==> src/rtl/flb_sdm_mash_if.sv <==
`default_nettype none
`timescale 1ns/1ps
// ============================================================================
// Module   : flb_sdm_mash_if
// Purpose  : Bundle of the FLB sigma-delta modulator control/data signals.
//            master = producer of the fractional word and CSR controls,
//            slave  = the modulator, which returns the modulated sample.
// Signals  : s_os                 W-bit unsigned fractional offset
//            csr_flb_sdm_en       run enable (low clears all state)
//            csr_flb_sdm_order    01/00 = order 1, 10 = order 2, 11 = order 3
//            csr_flb_sdm_thrm_en  thermometer output enable
//            os_bin               signed 4-bit modulator output y (-3..+4)
//            os_thrm              thermometer code of y+3, LSB-first ones
//            os_vld               os_bin/os_thrm carry a valid sample
// Revision : 1.0 - initial release
// ============================================================================
interface flb_sdm_mash_if #(
    parameter int W = 8
);
    logic [W-1:0] s_os;
    logic         csr_flb_sdm_en;
    logic [1:0]   csr_flb_sdm_order;
    logic         csr_flb_sdm_thrm_en;
    logic [3:0]   os_bin;
    logic [6:0]   os_thrm;
    logic         os_vld;

    modport master (
        output s_os, csr_flb_sdm_en, csr_flb_sdm_order, csr_flb_sdm_thrm_en,
        input  os_bin, os_thrm, os_vld
    );

    modport slave (
        input  s_os, csr_flb_sdm_en, csr_flb_sdm_order, csr_flb_sdm_thrm_en,
        output os_bin, os_thrm, os_vld
    );
endinterface
`default_nettype wire

==> src/rtl/flb_sdm_mash.sv <==
`default_nettype none
`timescale 1ns/1ps
// ============================================================================
// Module   : flb_sdm_mash
// Purpose  : Parametrised MASH 1-1-1 sigma-delta modulator for the FLB
//            fractional path. Turns a W-bit unsigned offset into a multi-level
//            integer sequence whose long-term mean is s_os/2^W, with run-time
//            selectable order 1/2/3. Output as signed binary and thermometer.
// Ports    : nsh_clk    clock, rising edge
//            nsh_rst_n  asynchronous active-low reset
//            bus        flb_sdm_mash_if.slave (s_os, csr_* in; os_* out)
// Options  : FLB_SDM_DITHER_EN - adds a 16-bit LFSR whose LSB dithers the
//            first accumulator (mean then holds within +/-1/2^W).
// Revision : 1.0 - initial release
// ============================================================================
module flb_sdm_mash #(
    parameter int W = 8
) (
    input  wire              nsh_clk,
    input  wire              nsh_rst_n,
    flb_sdm_mash_if.slave    bus
);

    localparam logic [1:0]  c_ORD1      = 2'b01;
    localparam logic [15:0] c_LFSR_SEED = 16'hACE1;

    // ------------------------------------------------------------------
    // State
    // ------------------------------------------------------------------
    logic [W-1:0] r_acc1, r_acc2, r_acc3;
    logic         r_c2_d, r_c3_d, r_c3_dd;
    logic         r_run;          // previous edge was an enabled update
    logic [1:0]   r_order;        // order in use (00 already folded to 01)
    logic [3:0]   r_os_bin;
    logic [6:0]   r_os_thrm;
    logic         r_os_vld;

    // ------------------------------------------------------------------
    // Combinational datapath
    // ------------------------------------------------------------------
    logic [1:0]   w_order;
    logic         w_ord2p, w_ord3, w_restart, w_d;
    logic [W:0]   w_s1, w_s2, w_s3;
    logic         w_c2, w_c3;
    logic [3:0]   w_y, w_lvl;
    logic [6:0]   w_thrm;

    // Order 00 behaves as order 1, so 00 <-> 01 is not an order change.
    assign w_order = (bus.csr_flb_sdm_order == 2'b00) ? c_ORD1 : bus.csr_flb_sdm_order;
    assign w_ord2p = w_order[1];
    assign w_ord3  = &w_order;

    // An order change only counts while already running; the first enabled
    // edge after reset/disable starts cleanly at whatever order is selected.
    assign w_restart = r_run && (w_order != r_order);

`ifdef FLB_SDM_DITHER_EN
    logic [15:0] r_lfsr;
    logic        w_lfsr_fb;
    assign w_lfsr_fb = r_lfsr[15] ^ r_lfsr[14] ^ r_lfsr[12] ^ r_lfsr[3];
    assign w_d       = r_lfsr[0];
`else
    assign w_d = 1'b0;
`endif

    assign w_s1 = {1'b0, r_acc1} + {1'b0, bus.s_os} + {{W{1'b0}}, w_d};
    assign w_s2 = {1'b0, r_acc2} + {1'b0, w_s1[W-1:0]};
    assign w_s3 = {1'b0, r_acc3} + {1'b0, w_s2[W-1:0]};

    // Unused stages contribute nothing, which keeps their delays at zero.
    assign w_c2 = w_s2[W] & w_ord2p;
    assign w_c3 = w_s3[W] & w_ord3;

    // y = c1 + (c2 - c2_d) + (c3 - 2*c3_d + c3_dd), wraps cleanly in 4 bits.
    assign w_y = {3'b000, w_s1[W]} + {3'b000, w_c2} - {3'b000, r_c2_d}
               + {3'b000, w_c3} - {2'b00, r_c3_d, 1'b0} + {3'b000, r_c3_dd};

    // Level y+3 lies in 0..7; ones below that level, LSB first.
    assign w_lvl  = w_y + 4'd3;
    assign w_thrm = ~(7'h7F << w_lvl);

    // ------------------------------------------------------------------
    // Registers
    // ------------------------------------------------------------------
    always_ff @(posedge nsh_clk or negedge nsh_rst_n) begin
        if (!nsh_rst_n) begin
            r_acc1    <= '0;
            r_acc2    <= '0;
            r_acc3    <= '0;
            r_c2_d    <= 1'b0;
            r_c3_d    <= 1'b0;
            r_c3_dd   <= 1'b0;
            r_run     <= 1'b0;
            r_order   <= c_ORD1;
            r_os_bin  <= '0;
            r_os_thrm <= '0;
            r_os_vld  <= 1'b0;
        end else if (!bus.csr_flb_sdm_en || w_restart) begin
            // Disable and order change both return to zero state; only an
            // order change keeps the run flag so the next edge is a normal one.
            r_acc1    <= '0;
            r_acc2    <= '0;
            r_acc3    <= '0;
            r_c2_d    <= 1'b0;
            r_c3_d    <= 1'b0;
            r_c3_dd   <= 1'b0;
            r_run     <= bus.csr_flb_sdm_en;
            r_order   <= w_order;
            r_os_bin  <= '0;
            r_os_thrm <= '0;
            r_os_vld  <= 1'b0;
        end else begin
            r_acc1    <= w_s1[W-1:0];
            r_acc2    <= w_ord2p ? w_s2[W-1:0] : '0;
            r_acc3    <= w_ord3  ? w_s3[W-1:0] : '0;
            r_c2_d    <= w_c2;
            r_c3_d    <= w_c3;
            r_c3_dd   <= w_ord3 & r_c3_d;
            r_run     <= 1'b1;
            r_order   <= w_order;
            r_os_bin  <= w_y;
            r_os_thrm <= bus.csr_flb_sdm_thrm_en ? w_thrm : '0;
            r_os_vld  <= 1'b1;
        end
    end

`ifdef FLB_SDM_DITHER_EN
    always_ff @(posedge nsh_clk or negedge nsh_rst_n) begin
        if (!nsh_rst_n) begin
            r_lfsr <= c_LFSR_SEED;
        end else if (!bus.csr_flb_sdm_en || w_restart) begin
            r_lfsr <= c_LFSR_SEED;
        end else begin
            r_lfsr <= {r_lfsr[14:0], w_lfsr_fb};
        end
    end
`endif

    assign bus.os_bin  = r_os_bin;
    assign bus.os_thrm = r_os_thrm;
    assign bus.os_vld  = r_os_vld;

endmodule
`default_nettype wire

==> src/flat_wrapper.sv <==
// flat-port wrapper written by rule: the top's interface ports become plain ports
module flb_sdm_mash_flat 
#(
    parameter int W = 8
)
  (nsh_clk, nsh_rst_n, bus_s_os, bus_csr_flb_sdm_en, bus_csr_flb_sdm_order, bus_csr_flb_sdm_thrm_en, bus_os_bin, bus_os_thrm, bus_os_vld);
  flb_sdm_mash_if #(.W(W)) bus_i ();
  input  wire nsh_clk;
  input  wire nsh_rst_n;
  input wire logic [$bits(bus_i.s_os)-1:0] bus_s_os;
  input wire logic [$bits(bus_i.csr_flb_sdm_en)-1:0] bus_csr_flb_sdm_en;
  input wire logic [$bits(bus_i.csr_flb_sdm_order)-1:0] bus_csr_flb_sdm_order;
  input wire logic [$bits(bus_i.csr_flb_sdm_thrm_en)-1:0] bus_csr_flb_sdm_thrm_en;
  output wire logic [$bits(bus_i.os_bin)-1:0] bus_os_bin;
  output wire logic [$bits(bus_i.os_thrm)-1:0] bus_os_thrm;
  output wire logic [$bits(bus_i.os_vld)-1:0] bus_os_vld;
  assign bus_i.s_os = bus_s_os;
  assign bus_i.csr_flb_sdm_en = bus_csr_flb_sdm_en;
  assign bus_i.csr_flb_sdm_order = bus_csr_flb_sdm_order;
  assign bus_i.csr_flb_sdm_thrm_en = bus_csr_flb_sdm_thrm_en;
  assign bus_os_bin = bus_i.os_bin;
  assign bus_os_thrm = bus_i.os_thrm;
  assign bus_os_vld = bus_i.os_vld;
  flb_sdm_mash #(.W(W)) u_core (.nsh_clk(nsh_clk), .nsh_rst_n(nsh_rst_n), .bus(bus_i));
endmodule
==> config.mk <==
export PLATFORM = sky130hd
export DESIGN_NAME = flb_sdm_mash_flat
export DESIGN_NICKNAME = d
export VERILOG_FILES = /design/src/rtl/flb_sdm_mash_if.sv /design/src/rtl/flb_sdm_mash.sv /design/src/flat_wrapper.sv
export SDC_FILE = /design/constraint.sdc
export NUM_CORES = 1
export LEC_CHECK = 0
export BUFFER_PORTS_ARGS = -buffer_cell sky130_fd_sc_hd__buf_4
export CAP_MARGIN = 20
export CORE_MARGIN = 3
export CORE_UTILIZATION = 55
export CTS_BUF_LIST = sky130_fd_sc_hd__clkbuf_4 sky130_fd_sc_hd__clkbuf_8 sky130_fd_sc_hd__clkbuf_16
export DETAILED_ROUTE_END_ITERATION = 16
export PLACE_DENSITY_LB_ADDON = 0.08
export SLEW_MARGIN = 10
export SYNTH_ARGS = -nofsm -noshare
export SYNTH_HDL_FRONTEND = slang
export SYNTH_SLANG_ARGS = --single-unit
==> constraint.sdc <==
create_clock -name nsh_clk -period 9.75 [get_ports nsh_clk]
set_input_delay 1.4625 -clock nsh_clk [delete_from_list [all_inputs] [get_ports nsh_clk]]
set_output_delay 1.4625 -clock nsh_clk [all_outputs]
set_load 0.05 [all_outputs]
# Yosys cells after proc, flatten, opt, wreduce, memory -nomap -nowiden
# Index checks and enable logic that the tools add are counted.
op_classes:
  addsub: 9
  eq_ne: 1
  n_shift: 1
  n_mux: 14
  n_bitwise: 4
  n_reduce_logical: 5
op_table:
  columns: ["operator", "count"]
  rows:
  - ["$mux 8", 5]
  - ["$add 8x8->9", 3]
  - ["$mux 7", 2]
  - ["$add 4x1->4", 2]
  - ["$not 7->7", 1]
  - ["$shl 7x4->7 const A", 1]
  - ["$mux 1", 5]
  - ["$add 4x2->4 const B", 1]
  - ["$mux 4", 1]
  - ["$sub 4x1->4", 1]
  - ["$sub 4x2->4", 1]
  - ["$and 1x1->1", 3]
  - ["$add 1x1->2", 1]
  - ["$logic_not 2->1", 1]
  - ["$mux 2", 1]
  - ["$ne 2x2->1", 1]
  - ["$reduce_and 2->1", 1]
  - ["$logic_and 1x1->1", 1]
  - ["$logic_not 1->1", 1]
  - ["$logic_or 1x1->1", 1]
totals:
  register_bits: 42
  word_cells: 45

# Logic depth before layout (Yosys ltp)
# Gate-level depths: netlist of the first run.
logic_depth:
  depth_word: 13
  ltp_mapped: 25

# Worst setup path after synthesis of the first run
# No wires, ideal clock.
synth_timing:
  kind: "input-to-reg"
  from: "input port bus_s_os[0]"
  to: "register u_core.r_os_thrm[4], in the netlist u_core.bus.os_thrm[4]"
  setup_time_ns: 0.128
  arrival_time_ns: 6.533
  required_time_ns: 9.622
  setup_slack_ns: 3.089
  path_stages: 25
  cell_sequence: "ha_1 > fa_1 > a21o_1 > a211oi_1 > nor2_1 > ha_1 > o211ai_1 > o21ai_0 > xor2_1 > ha_1 > nand2_1 > a21oi_2 > nor4_1 > or4_1 > ha_1 > inv_1 > fa_1 > ha_1 > inv_1 > ha_1 > or4b_1 > a21oi_1 > a31oi_1 > nand3_1 > a21oi_1"
synth_between:
  elab_chain_cells: 13
  word_cells_on_any_way: 15
  cone_classes: "9 x add/sub; 1 x shift; 2 x mux; 3 x bitwise"
synth_lines:
  columns: ["item", "line_no", "rtl"]
  rows:
  - ["start: declaration", "flat_wrapper.sv:10", "input wire logic [$bits(bus_i.s_os)-1:0] bus_s_os;"]
  - ["$add 8x8->9 (*)", "flb_sdm_mash.sv:66", "assign w_s1 = {1'b0, r_acc1} + {1'b0, bus.s_os} + {{W{1'b0}}, w_d};"]
  - ["$add 8x8->9", "flb_sdm_mash.sv:67", "assign w_s2 = {1'b0, r_acc2} + {1'b0, w_s1[W-1:0]};"]
  - ["$and 1x1->1", "flb_sdm_mash.sv:71", "assign w_c2 = w_s2[W] & w_ord2p;"]
  - ["$add 1x1->2", "flb_sdm_mash.sv:75", "assign w_y = {3'b000, w_s1[W]} + {3'b000, w_c2} - {3'b000, r_c2_d}"]
  - ["$sub 4x1->4", "flb_sdm_mash.sv:75", null]
  - ["$add 4x1->4 (*)", "flb_sdm_mash.sv:76", "+ {3'b000, w_c3} - {2'b00, r_c3_d, 1'b0} + {3'b000, r_c3_dd};"]
  - ["$sub 4x2->4 (*)", "flb_sdm_mash.sv:76", null]
  - ["$add 4x1->4 (*)", "flb_sdm_mash.sv:76", null]
  - ["$add 4x2->4 (*)", "flb_sdm_mash.sv:79", "assign w_lvl = w_y + 4'd3;"]
  - ["$shl 7x4->7 (*)", "flb_sdm_mash.sv:80", "assign w_thrm = ~(7'h7F << w_lvl);"]
  - ["$not 7->7 (*)", "flb_sdm_mash.sv:80", null]
  - ["$mux 7 (*)", "flb_sdm_mash.sv:122", "r_os_thrm <= bus.csr_flb_sdm_thrm_en ? w_thrm : '0;"]
  - ["$mux 7 (*)", "flb_sdm_mash.sv:98", "end else if (!bus.csr_flb_sdm_en || w_restart) begin"]
  - ["end signal: assignment", "flb_sdm_mash.sv:122", null]
  - ["end: declaration", "flb_sdm_mash.sv:35", "logic [6:0] r_os_thrm;"]
# Mark *: on every way between the ends. The rest lies on a longest branch, timed or not.

# Final worst setup path of the first run
# Ends and elaborated chain as after synthesis.

==> flow_summary.yaml, run 1 <==
timing:
  hold_ws_ps: 522
  fin_skew_ps: 3.40
  grt_setup_unrepaired: "no"
  period_share_pct: 69.9
  fmax_mhz: 147
  setup_violations: 0
  period_minus_slack_ps: 6820
  maxSlewViolCount: 0
  setup_slack_ps: 2930
  finalHoldViolations: 0
  setup_total_negative_slack_ps: 0
  worst_pin_slew_ps: 527
  maxSlewHeadroom_pct: 64.9
cts:
  cts_root_buffer: "clkbuf_8"
  clk_pin_slew_ps: 80
  worst_skew_pair.late_latency_ps: 290
  clock_sinks: 42
  cts.repair.resized: 0
  cts_tree: "yes"
  post_cts_buffers: 0
  cts_buffer_depth: 2
  hold_buffers: 0
  cts-buffers-inserted: 5
  cts_max_level: 2
die:
  chipWidth_um: 73.1
  core_um2: 4170
  fp.dieH_um: 73.1
  io_pins: 26
  fp-row-count: 23
  start_util_pct: 59.3
  dieArea_um2: 5340
setup_path:
  path_class: "primary input to flop"
  end_kind: "flop"
  crit_required_ps: 9930
  slowest_delay_ps: 540
  crit_path_top_delay_cell: "or4_1"
  cp_max_fo: 5
  crit_top_cell: "ha_1"
  critical_path_arrival_ps: 6990
  critical_path.startpoint_type: "primary input"
synthesis:
  yosysWarnings: 0
  synth_nets: 294
  synth_cell_types: 35
  synth-seq-area-share_pct: 42.5
  syn_avg_cell_area_um2: 10.2
  syn_area_um2: 2480
  synthCells: 243
  ys_ff_latch: 42
worst_hold_path:
  min_path_type: "flop to flop"
place:
  dpl.hpwl_um: 3420
  preCtsSetupSlack_ps: 2600
  portBuffers: 25
  globalplace.congestion: 0.800
grt:
  grt_pass1_vias: 1769
  track_usage_pct: 18.4
  grt-ovfl-total: 0
  grt_max_degree: 43
  antenna_found_initial: 0
  grt_pass1_wl_um: 7670
final_layout:
  drive_gt1_share_pct: 14.7
  fin_nets: 323
  nFillCells: 343
  antenna_cells: 0
  syn_to_final_growth_pct: 13.5
  post-route-util_pct: 67.3
power_and_ir_drop:
  ir_drop_mv: 0.0982
  finalPower_mw: 0.547
  cellLeakagePower_nw: 1.46
  powerDensity_nw_per_um2: 195
flow_run:
  drv_cap: 0
route:
  route.detailed.drc: 0
  drt_wl_total_um: 4400
  drt_first_pass_iters: 4
  vias: 1758
  drtIter0Drc: 74
  routed_via_density: 5.44
  wl_per_cell_um: 13.6
  ant_nets: 0
run_status:
  status: "finished, final reports clean"
placed cells by master, fill, tap and decap left out, drive strengths merged, types with 2 or more instances in the layout:
| master | n |
|---|---|
| a21o | 6 |
| o21a | 5 |
| buf | 25 |
| a31oi | 2 |
| nor2b | 2 |
| and2 | 13 |
| a21oi | 16 |
| clkbuf | 6 |
| inv | 23 |
| o22ai | 2 |
| xnor2 | 8 |
| nor4 | 2 |
| or2 | 2 |
| a211oi | 6 |
| o31a | 3 |
| nand2b | 4 |
| nand3 | 3 |
| ha | 32 |
| xor2 | 5 |
| o21ai | 12 |
| and2b | 2 |
| dfrtp | 41 |
| fa | 5 |
| nor2 | 19 |
| nor3 | 11 |
| nand2 | 8 |
| o211ai | 2 |
per-layer routing:
layer / up-vias / GRT usage (%) / routed length [um]
met3: 7 / 4.68 / 247
met5: - / 0 / 0
met2: 34 / 29.1 / 2000
met4: 0 / 6.56 / 51
met1: 827 / 24.5 / 2100
li1: 890 / - / -
cell usage after synthesis (all sizes together):
master / n / area share [%]
a211oi: 6 / 1.8
a21o: 6 / 1.8
a21oi: 16 / 3.4
a31o: 1 / 0.35
a31oi: 2 / 0.51
and2: 13 / 3.3
and2b: 2 / 0.61
and3: 1 / 0.25
clkbuf: 3 / 0.45
dfrtp: 41 / 41
dfstp: 1 / 1.1
fa: 5 / 4.0
ha: 32 / 16
inv: 23 / 3.5
nand2: 8 / 1.2
nand2b: 4 / 1.0
nand3: 3 / 0.61
nor2: 19 / 2.9
nor2b: 2 / 0.51
nor3: 11 / 2.2
nor3b: 1 / 0.30
nor4: 2 / 0.51
o211ai: 2 / 0.61
o21a: 5 / 1.5
o21ai: 12 / 2.6
o22ai: 2 / 0.51
o31a: 3 / 1.1
or2: 2 / 0.51
or4: 1 / 0.30
or4b: 1 / 0.40
xnor2: 8 / 2.8
xor2: 5 / 1.8
sequential cells by signal, indices dropped and copies added, names as in the netlist:
signal and flops:
u_core.r_acc1 8, u_core.r_acc2 8, u_core.r_acc3 8, u_core.bus.os_thrm 7, u_core.bus.os_bin 4, u_core.r_order 2, u_core.bus.os_vld 1, u_core.r_c2_d 1
u_core.r_c3_d 1, u_core.r_c3_dd 1, u_core.r_run 1
kinds of logic (layout without fill, tap and decap cells):
logic type	Yosys count	in the layout	synth area share (%)
simple gates	70	70	14.6
compound gates	55	55	14.1
flops	42	42	42.5
fa+ha+maj	37	37	20.2
buf+inv	26	56	3.94
xor+xnor	13	13	4.60
stage by stage:
stage	cells	area [um^2]
4_1_cts	323	2810
3_5_place_dp	315	2720
6_report	323	2810
2_1_floorplan	243	2480
5_1_grt	323	2810
3_3_place_gp	315	2720
path summary, 6_finish.rpt:
kind,to,cells after the start,slack [ps],startpoint
setup / recovery,u_core.bus.os_thrm[4]$_DFF_PN0_,26,2930,bus_s_os[0]
hold / removal,u_core.r_c3_dd$_DFF_PN0_,2,520,u_core.r_c3_d$_DFF_PN0_
setup reg to reg,u_core.bus.os_thrm[4]$_DFF_PN0_,25,3850,u_core.r_acc1[0]$_DFF_PN0_
hold reg to reg,u_core.r_c3_dd$_DFF_PN0_,2,520,u_core.r_c3_d$_DFF_PN0_
max in group asynchronous,u_core.r_order[0]$_DFF_PN1_,1,8230,nsh_rst_n
min in group asynchronous,u_core.r_acc1[2]$_DFF_PN0_,1,1150,nsh_rst_n
cell type report:
class	count	area, um^2	area share (%)
clock inverter	2	12.5	0.445
timing repair buffer	25	188	6.68
sequential	42	1050	37.4
clock buffer	6	82.6	2.94
tap	50	62.6	2.23
inverter	23	86.3	3.07
multi-input combinational	175	1330	47.2
power by group:
group | internal, mW | leakage (nW) | switching [mW]
sequential | 0.190 | 0.565 | 0.00610
clock | 0.0569 | 0.0472 | 0.0602
combinational | 0.0966 | 0.852 | 0.137
worst max-delay path: cells and delay by family:
family | cells | cell delay [ps]
adder cells (fa/ha/maj) | 8 | 2440
AND/OR/NAND/NOR | 6 | 1410
AO/OA/AOI/OAI | 8 | 1240
buffers and inverters | 3 | 270
XOR/XNOR | 1 | 160
(Power assumes the default switching activity.)
==> run 2, diff against run 1 <==
--- a/config.mk
+++ b/config.mk
@@ -5,10 +5,11 @@
 export SDC_FILE = /design/constraint.sdc
 export NUM_CORES = 1
 export LEC_CHECK = 0
+export ABC_AREA = 1
 export BUFFER_PORTS_ARGS = -buffer_cell sky130_fd_sc_hd__buf_4
 export CAP_MARGIN = 20
 export CORE_MARGIN = 3
-export CORE_UTILIZATION = 55
+export CORE_UTILIZATION = 54
 export CTS_BUF_LIST = sky130_fd_sc_hd__clkbuf_4 sky130_fd_sc_hd__clkbuf_8 sky130_fd_sc_hd__clkbuf_16
 export DETAILED_ROUTE_END_ITERATION = 16
 export PLACE_DENSITY_LB_ADDON = 0.08
==> constraint.sdc (replaced) <==
create_clock -name nsh_clk -period 6.07 [get_ports nsh_clk]
set_input_delay 0.9105 -clock nsh_clk [delete_from_list [all_inputs] [get_ports nsh_clk]]
set_output_delay 0.9105 -clock nsh_clk [all_outputs]
set_load 0.05 [all_outputs]
==> flow_summary.yaml, run 2 <==
final_layout:
  final_common_cell: "nand2_1"
  drive_gt1_share_pct: 11.5
  reg_top3: "u_core.r_acc1 x8, u_core.r_acc2 x8, u_core.r_acc3 x8"
  syn_to_final_growth_pct: 12.3
  nFillCells: 470
  final_cell_mix: "nand2_1, inv_1, nor2_1, dfrtp_1, ha_1"
  antenna_cells: 0
  final_cells: 458
  post-route-util_pct: 64.4
  fin_nets: 441
  design_area_um2: 3140
setup_path:
  worstPathBufferInverterCount: 6
  critical_path_arrival_ps: 5720
  slowest_delay_ps: 450
  cp_max_fo: 6
  crit_top_cell: "nand2_1"
  critical_path.startpoint_type: "primary input"
  end_kind: "flop"
  r2r_cells: 32
  crit_cells: 33
  crit_required_ps: 6250
  path_class: "primary input to flop"
  crit_path_top_delay_cell: "fa_1"
  path_delay_family: "adder cells"
synthesis:
  async_flop_share_pct: 100
  yosysTopAreaCell: "dfrtp_1"
  yosysMostFrequentCell: "nand2_1"
  ys_ff_latch: 42
  synthSimpleGateAreaFrac_pct: 28.9
  synth_edf_count: 0
  synth_cell_types: 25
  synth_compound_area_share_pct: 2.50
  synthFlopType: "dfrtp_1"
  syn_avg_cell_area_um2: 7.71
  synthAdderAreaFrac_pct: 17.9
  syn_area_um2: 2800
  synth.area.top_cells: "dfrtp_1, nand2_1, ha_1, inv_1, nor2_1"
  synth_top_family_by_area: "simple AND/OR/NAND/NOR gates"
  synthXorXnorAreaFrac_pct: 2.82
  yosysWarnings: 0
  synth_common_cells: "nand2_1, inv_1, nor2_1"
  synth_top_area_share_pct: 36.6
  synthCells: 363
  synth-seq-area-share_pct: 37.6
  synth_nets: 414
  muxShareOfSynthArea_pct: 0
cts:
  clk_pin_slew_ps: 80
  cts_buffer_depth: 2
  cts_max_level: 2
  cts-buffers-inserted: 5
  worst_skew_pair.late_latency_ps: 300
  cts.repair.resized: 0
  cts_root_buffer: "clkbuf_8"
  hold_buffers: 0
  post_cts_buffers: 0
  cts_tree: "yes"
  clock_sinks: 42
place:
  placed_area_um2: 3030
  portBuffers: 25
  globalplace.congestion: 0.914
  dpl.hpwl_um: 4030
  dp_cells: 450
route:
  drt_wl_total_um: 5170
  ant_nets: 0
  vias: 2192
  route.detailed.drc: 0
  routed_via_density: 4.79
  drt_first_pass_iters: 4
  drtIter0Drc: 68
  wl_per_cell_um: 11.3
die:
  chipWidth_um: 78.0
  fp-row-count: 25
  fp.dieH_um: 78.0
  core_um2: 4880
  io_pins: 26
  dieArea_um2: 6090
  start_util_pct: 57.4
worst_hold_path:
  hold_path_depth: 2
  min_path_type: "flop to flop"
timing:
  setup_violations: 0
  worst_pin_slew_ps: 531
  period_minus_slack_ps: 5540
  fmax_mhz: 180
  maxSlewHeadroom_pct: 64.6
  finalHoldViolations: 0
  setup_total_negative_slack_ps: 0
  grt_setup_unrepaired: "no"
  period_share_pct: 91.3
  fin_skew_ps: 6.22
  maxSlewViolCount: 0
power_and_ir_drop:
  intPower_mw: 0.588
  pwr-share-comb_pct: 44.1
  finalPower_mw: 0.962
  p_switching_mw: 0.374
  powerDensity_nw_per_um2: 306
  switching_share_pct: 38.8
  cellLeakagePower_nw: 1.89
  clkPwrFrac_pct: 23.6
  ir_drop_mv: 0.156
  seq_power_share_pct: 32.3
flow_run:
  drv_cap: 0
grt:
  grt_pass1_wl_um: 9180
  grt-ovfl-total: 0
  track_usage_pct: 19.2
  antenna_found_initial: 0
  grt_pass1_vias: 2062
  grt_max_degree: 43
run_status:
  status: "finished, final reports clean"
-- run 2: cell count changes after synthesis, sizes merged, moves of 10 or more --
| cell | change |
|---|---|
| and2 | -10 |
| nand3 | +16 |
| nor3 | -11 |
| o21ai | -11 |
| nor2 | +33 |
| inv | +43 |
| nand2 | +101 |
-- run 2: final cells by class --
cell class / instances / area [um^2] / area share [%]
Inverter: 66 / 248 / 7.88
Clock buffer: 6 / 76.3 / 2.43
Tap cell: 67 / 83.8 / 2.67
Timing Repair Buffer: 25 / 188 / 5.97
Clock inverter: 2 / 37.5 / 1.19
Sequential cell: 42 / 1050 / 33.5
Multi-Input combinational cell: 250 / 1460 / 46.4
-- run 2: final timing paths --
check	end	start	slack [ps]
max	u_core.bus.os_thrm[1]$_DFF_PN0_	bus_s_os[0]	530
min	u_core.r_c3_dd$_DFF_PN0_	u_core.r_c3_d$_DFF_PN0_	570
max reg2reg	u_core.bus.os_thrm[1]$_DFF_PN0_	u_core.r_acc1[0]$_DFF_PN0_	900
min reg2reg	u_core.r_c3_dd$_DFF_PN0_	u_core.r_c3_d$_DFF_PN0_	570
max in group asynchronous	u_core.r_order[0]$_DFF_PN1_	nsh_rst_n	5110
min in group asynchronous	u_core.r_acc1[4]$_DFF_PN0_	nsh_rst_n	580
-- run 2: stage by stage --
| step | hold slack [ps] | setup WS [ps] |
|---|---|---|
| after floorplan | 462 | 832 |
| after global placement | 516 | 336 |
| after detailed placement | 529 | 255 |
| after CTS | 576 | 545 |
| after global routing | 603 | 94.1 |
| final | 567 | 527 |
-- run 2: logic make-up after synthesis --
kind of cell | Yosys count
xor+xnor | 9
buf+inv | 71
simple gates | 192
fa+ha+maj | 37
flops | 42
compound gates | 12
-- run 2: worst register-to-register path, delay by kind of cell (launching register included) --
family	cells	cell delay (ps)
simple gates	17	1460
fa+ha+maj	8	2460
compound gates	1	270
buf+inv	5	350
flops	1	370
xor+xnor	1	160
-- run 2: power by group through the flow --
| stage | combinational, mW | sequential [mW] | clock (mW) |
|---|---|---|---|
| after floorplan | 0.307 | 0.340 | 0 |
| after global placement | 0.417 | 0.316 | 0 |
| after detailed placement | 0.422 | 0.317 | 0 |
| after CTS | 0.426 | 0.311 | 0.232 |
| after global routing | 0.491 | 0.314 | 0.245 |
| final | 0.424 | 0.311 | 0.227 |
-- run 2: metal layers --
| layer | part of all wire [%] | vias up | wire length, um | global-route usage, % |
|---|---|---|---|---|
| li1 | - | 1149 | - | - |
| met1 | 48 | 991 | 2460 | 25.7 |
| met2 | 47 | 48 | 2420 | 31.4 |
| met3 | 4.5 | 4 | 232 | 4.01 |
| met4 | 1.1 | 0 | 59 | 5.77 |
| met5 | 0 | - | 0 | 0 |
==> run 3, diff against run 2 <==
==> constraint.sdc (replaced) <==
create_clock -name nsh_clk -period 4.75 [get_ports nsh_clk]
set_input_delay 0.7125 -clock nsh_clk [delete_from_list [all_inputs] [get_ports nsh_clk]]
set_output_delay 0.7125 -clock nsh_clk [all_outputs]
set_load 0.05 [all_outputs]
==> flow_summary.yaml, run 3 (synthesized netlist as in run 2, its figures left out) <==
setup_path:
  crit_top_cell: "ha_4"
  end_kind: "flop"
  slowest_delay_ps: 470
  crit_required_ps: 4930
  cp_max_fo: 6
  crit_path_top_delay_cell: "fa_1"
  critical_path_arrival_ps: 5290
  critical_path.startpoint_type: "primary input"
  path_class: "primary input to flop"
die:
  io_pins: 26
  fp.dieH_um: 78.0
  dieArea_um2: 6090
  fp-row-count: 25
  chipWidth_um: 78.0
  core_um2: 4880
  start_util_pct: 57.4
route:
  routed_via_density: 5.32
  wl_per_cell_um: 17.0
  route.detailed.drc: 0
  ant_nets: 0
  drt_wl_total_um: 9230
  drt_first_pass_iters: 5
  drtIter0Drc: 219
  vias: 2896
timing:
  hold_ws_ps: 395
  setup_slack_ps: -350
  setup_violations: 9
  maxSlewViolCount: 0
  worst_pin_slew_ps: 561
  maxSlewHeadroom_pct: 62.6
  period_share_pct: 107
  grt_setup_unrepaired: "yes"
  period_minus_slack_ps: 5100
  fin_skew_ps: 9.14
  fmax_mhz: 196
  finalHoldViolations: 0
grt:
  track_usage_pct: 26.6
  grt_pass1_wl_um: 12500
  antenna_found_initial: 0
  grt_max_degree: 43
  grt-ovfl-total: 0
  grt_pass1_vias: 2777
cts:
  cts_tree: "yes"
  cts_root_buffer: "clkbuf_8"
  clock_sinks: 42
  cts_max_level: 2
  cts-buffers-inserted: 5
  hold_buffers: 0
  cts_buffer_depth: 2
  worst_skew_pair.late_latency_ps: 300
  clk_pin_slew_ps: 80
power_and_ir_drop:
  pwr-share-comb_pct: 66.5
  switching_share_pct: 39.9
  clkPwrFrac_pct: 12.5
  ir_drop_mv: 0.368
  intPower_mw: 1.16
  finalPower_mw: 1.93
  powerDensity_nw_per_um2: 447
  cellLeakagePower_nw: 2.39
  seq_power_share_pct: 21.0
  p_switching_mw: 0.769
run_status:
  violations: "negative setup slack"
  status: "finished, violations left"
place:
  placed_area_um2: 3530
  dpl.hpwl_um: 4480
  globalplace.congestion: 0.848
  portBuffers: 25
final_layout:
  fin_nets: 527
  antenna_cells: 0
  syn_to_final_growth_pct: 54.0
  final_common_cell: "buf_4"
  final_cell_mix: "buf_4, nand2_1, inv_1, nor2_1, dfrtp_1"
  post-route-util_pct: 88.4
  reg_top3: "u_core.r_acc1 x8, u_core.r_acc2 x8, u_core.r_acc3 x8"
  nFillCells: 247
  drive_gt1_share_pct: 45.1
  design_area_um2: 4310
worst_hold_path:
  min_path_type: "primary input to asynchronous set/reset pin"
flow_run:
  drv_cap: 0
run 3: worst max-delay path, delay by kind of cell:
kind / cells / cell delay [ps]
and+or+nand+nor: 17 / 1620
xor gates and xnor gates: 1 / 210
adders and majority gates: 8 / 2250
AOI/OAI and AO/OA: 1 / 200
buffers and inverters: 5 / 290
run 3: final cells by class:
cell class	count	area [um^2]	area share (%)
Inverter	66	255	5.92
Sequential cell	42	1050	24.4
Tap cell	67	83.8	1.94
Timing Repair Buffer	111	878	20.4
Multi-Input combinational cell	250	1950	45.3
Clock inverter	2	13.8	0.319
Clock buffer	6	76.3	1.77
run 3: final timing paths:
path                                             from                               to  slack, ps  depth (start not counted)
hold reg to reg               u_core.r_c3_d$_DFF_PN0_         u_core.r_c3_dd$_DFF_PN0_        580                          2
min in group nsh_clk               bus_csr_flb_sdm_en           u_core.r_run$_DFF_PN0_        570                          1
hold / removal                              nsh_rst_n       u_core.r_acc1[5]$_DFF_PN0_        400                          1
setup / recovery                          bus_s_os[0]  u_core.bus.os_thrm[2]$_DFF_PN0_       -350                         32
max in group asynchronous                   nsh_rst_n      u_core.r_order[0]$_DFF_PN1_       3970                          1
setup reg to reg           u_core.r_acc1[0]$_DFF_PN0_  u_core.bus.os_thrm[2]$_DFF_PN0_       -260                         31
run 3: power by group through the flow:
stage	Combinational (mW)	Clock (mW)	Sequential [mW]
floorplan	0.452	0	0.437
global placement	0.727	0	0.406
detailed placement	0.746	0	0.407
CTS	1.03	0.247	0.402
global route	1.36	0.257	0.407
finish	1.28	0.242	0.405
run 3: metal layers:
metal | vias up | wire length (um) | part of all wire [%] | track usage (%)
met5 | - | 0 | 0 | 0
met4 | 0 | 351 | 3.8 | 13.1
met3 | 41 | 510 | 5.5 | 3.67
met2 | 140 | 4750 | 51 | 48.5
met1 | 1396 | 3610 | 39 | 30.3
li1 | 1319 | - | - | -
run 3: timing repair:
action | CTS | global route
setup buffers | 39 | 3
resized for setup | 18 | 66
setup endpoints to repair | 7 | 9
pin swaps | 27 | 28
run 3: stage by stage:
| step | std cells | setup WS, ps | setup TNS, ps |
|---|---|---|---|
| finish | 544 | -350 | -2360 |
| global route | 544 | -507 | -3700 |
| CTS | 541 | -2.07 | -2.07 |
| detailed placement | 494 | -468 | -3000 |
| global placement | 494 | -356 | -2260 |
| floorplan | 363 | -2.99 | -2.99 |
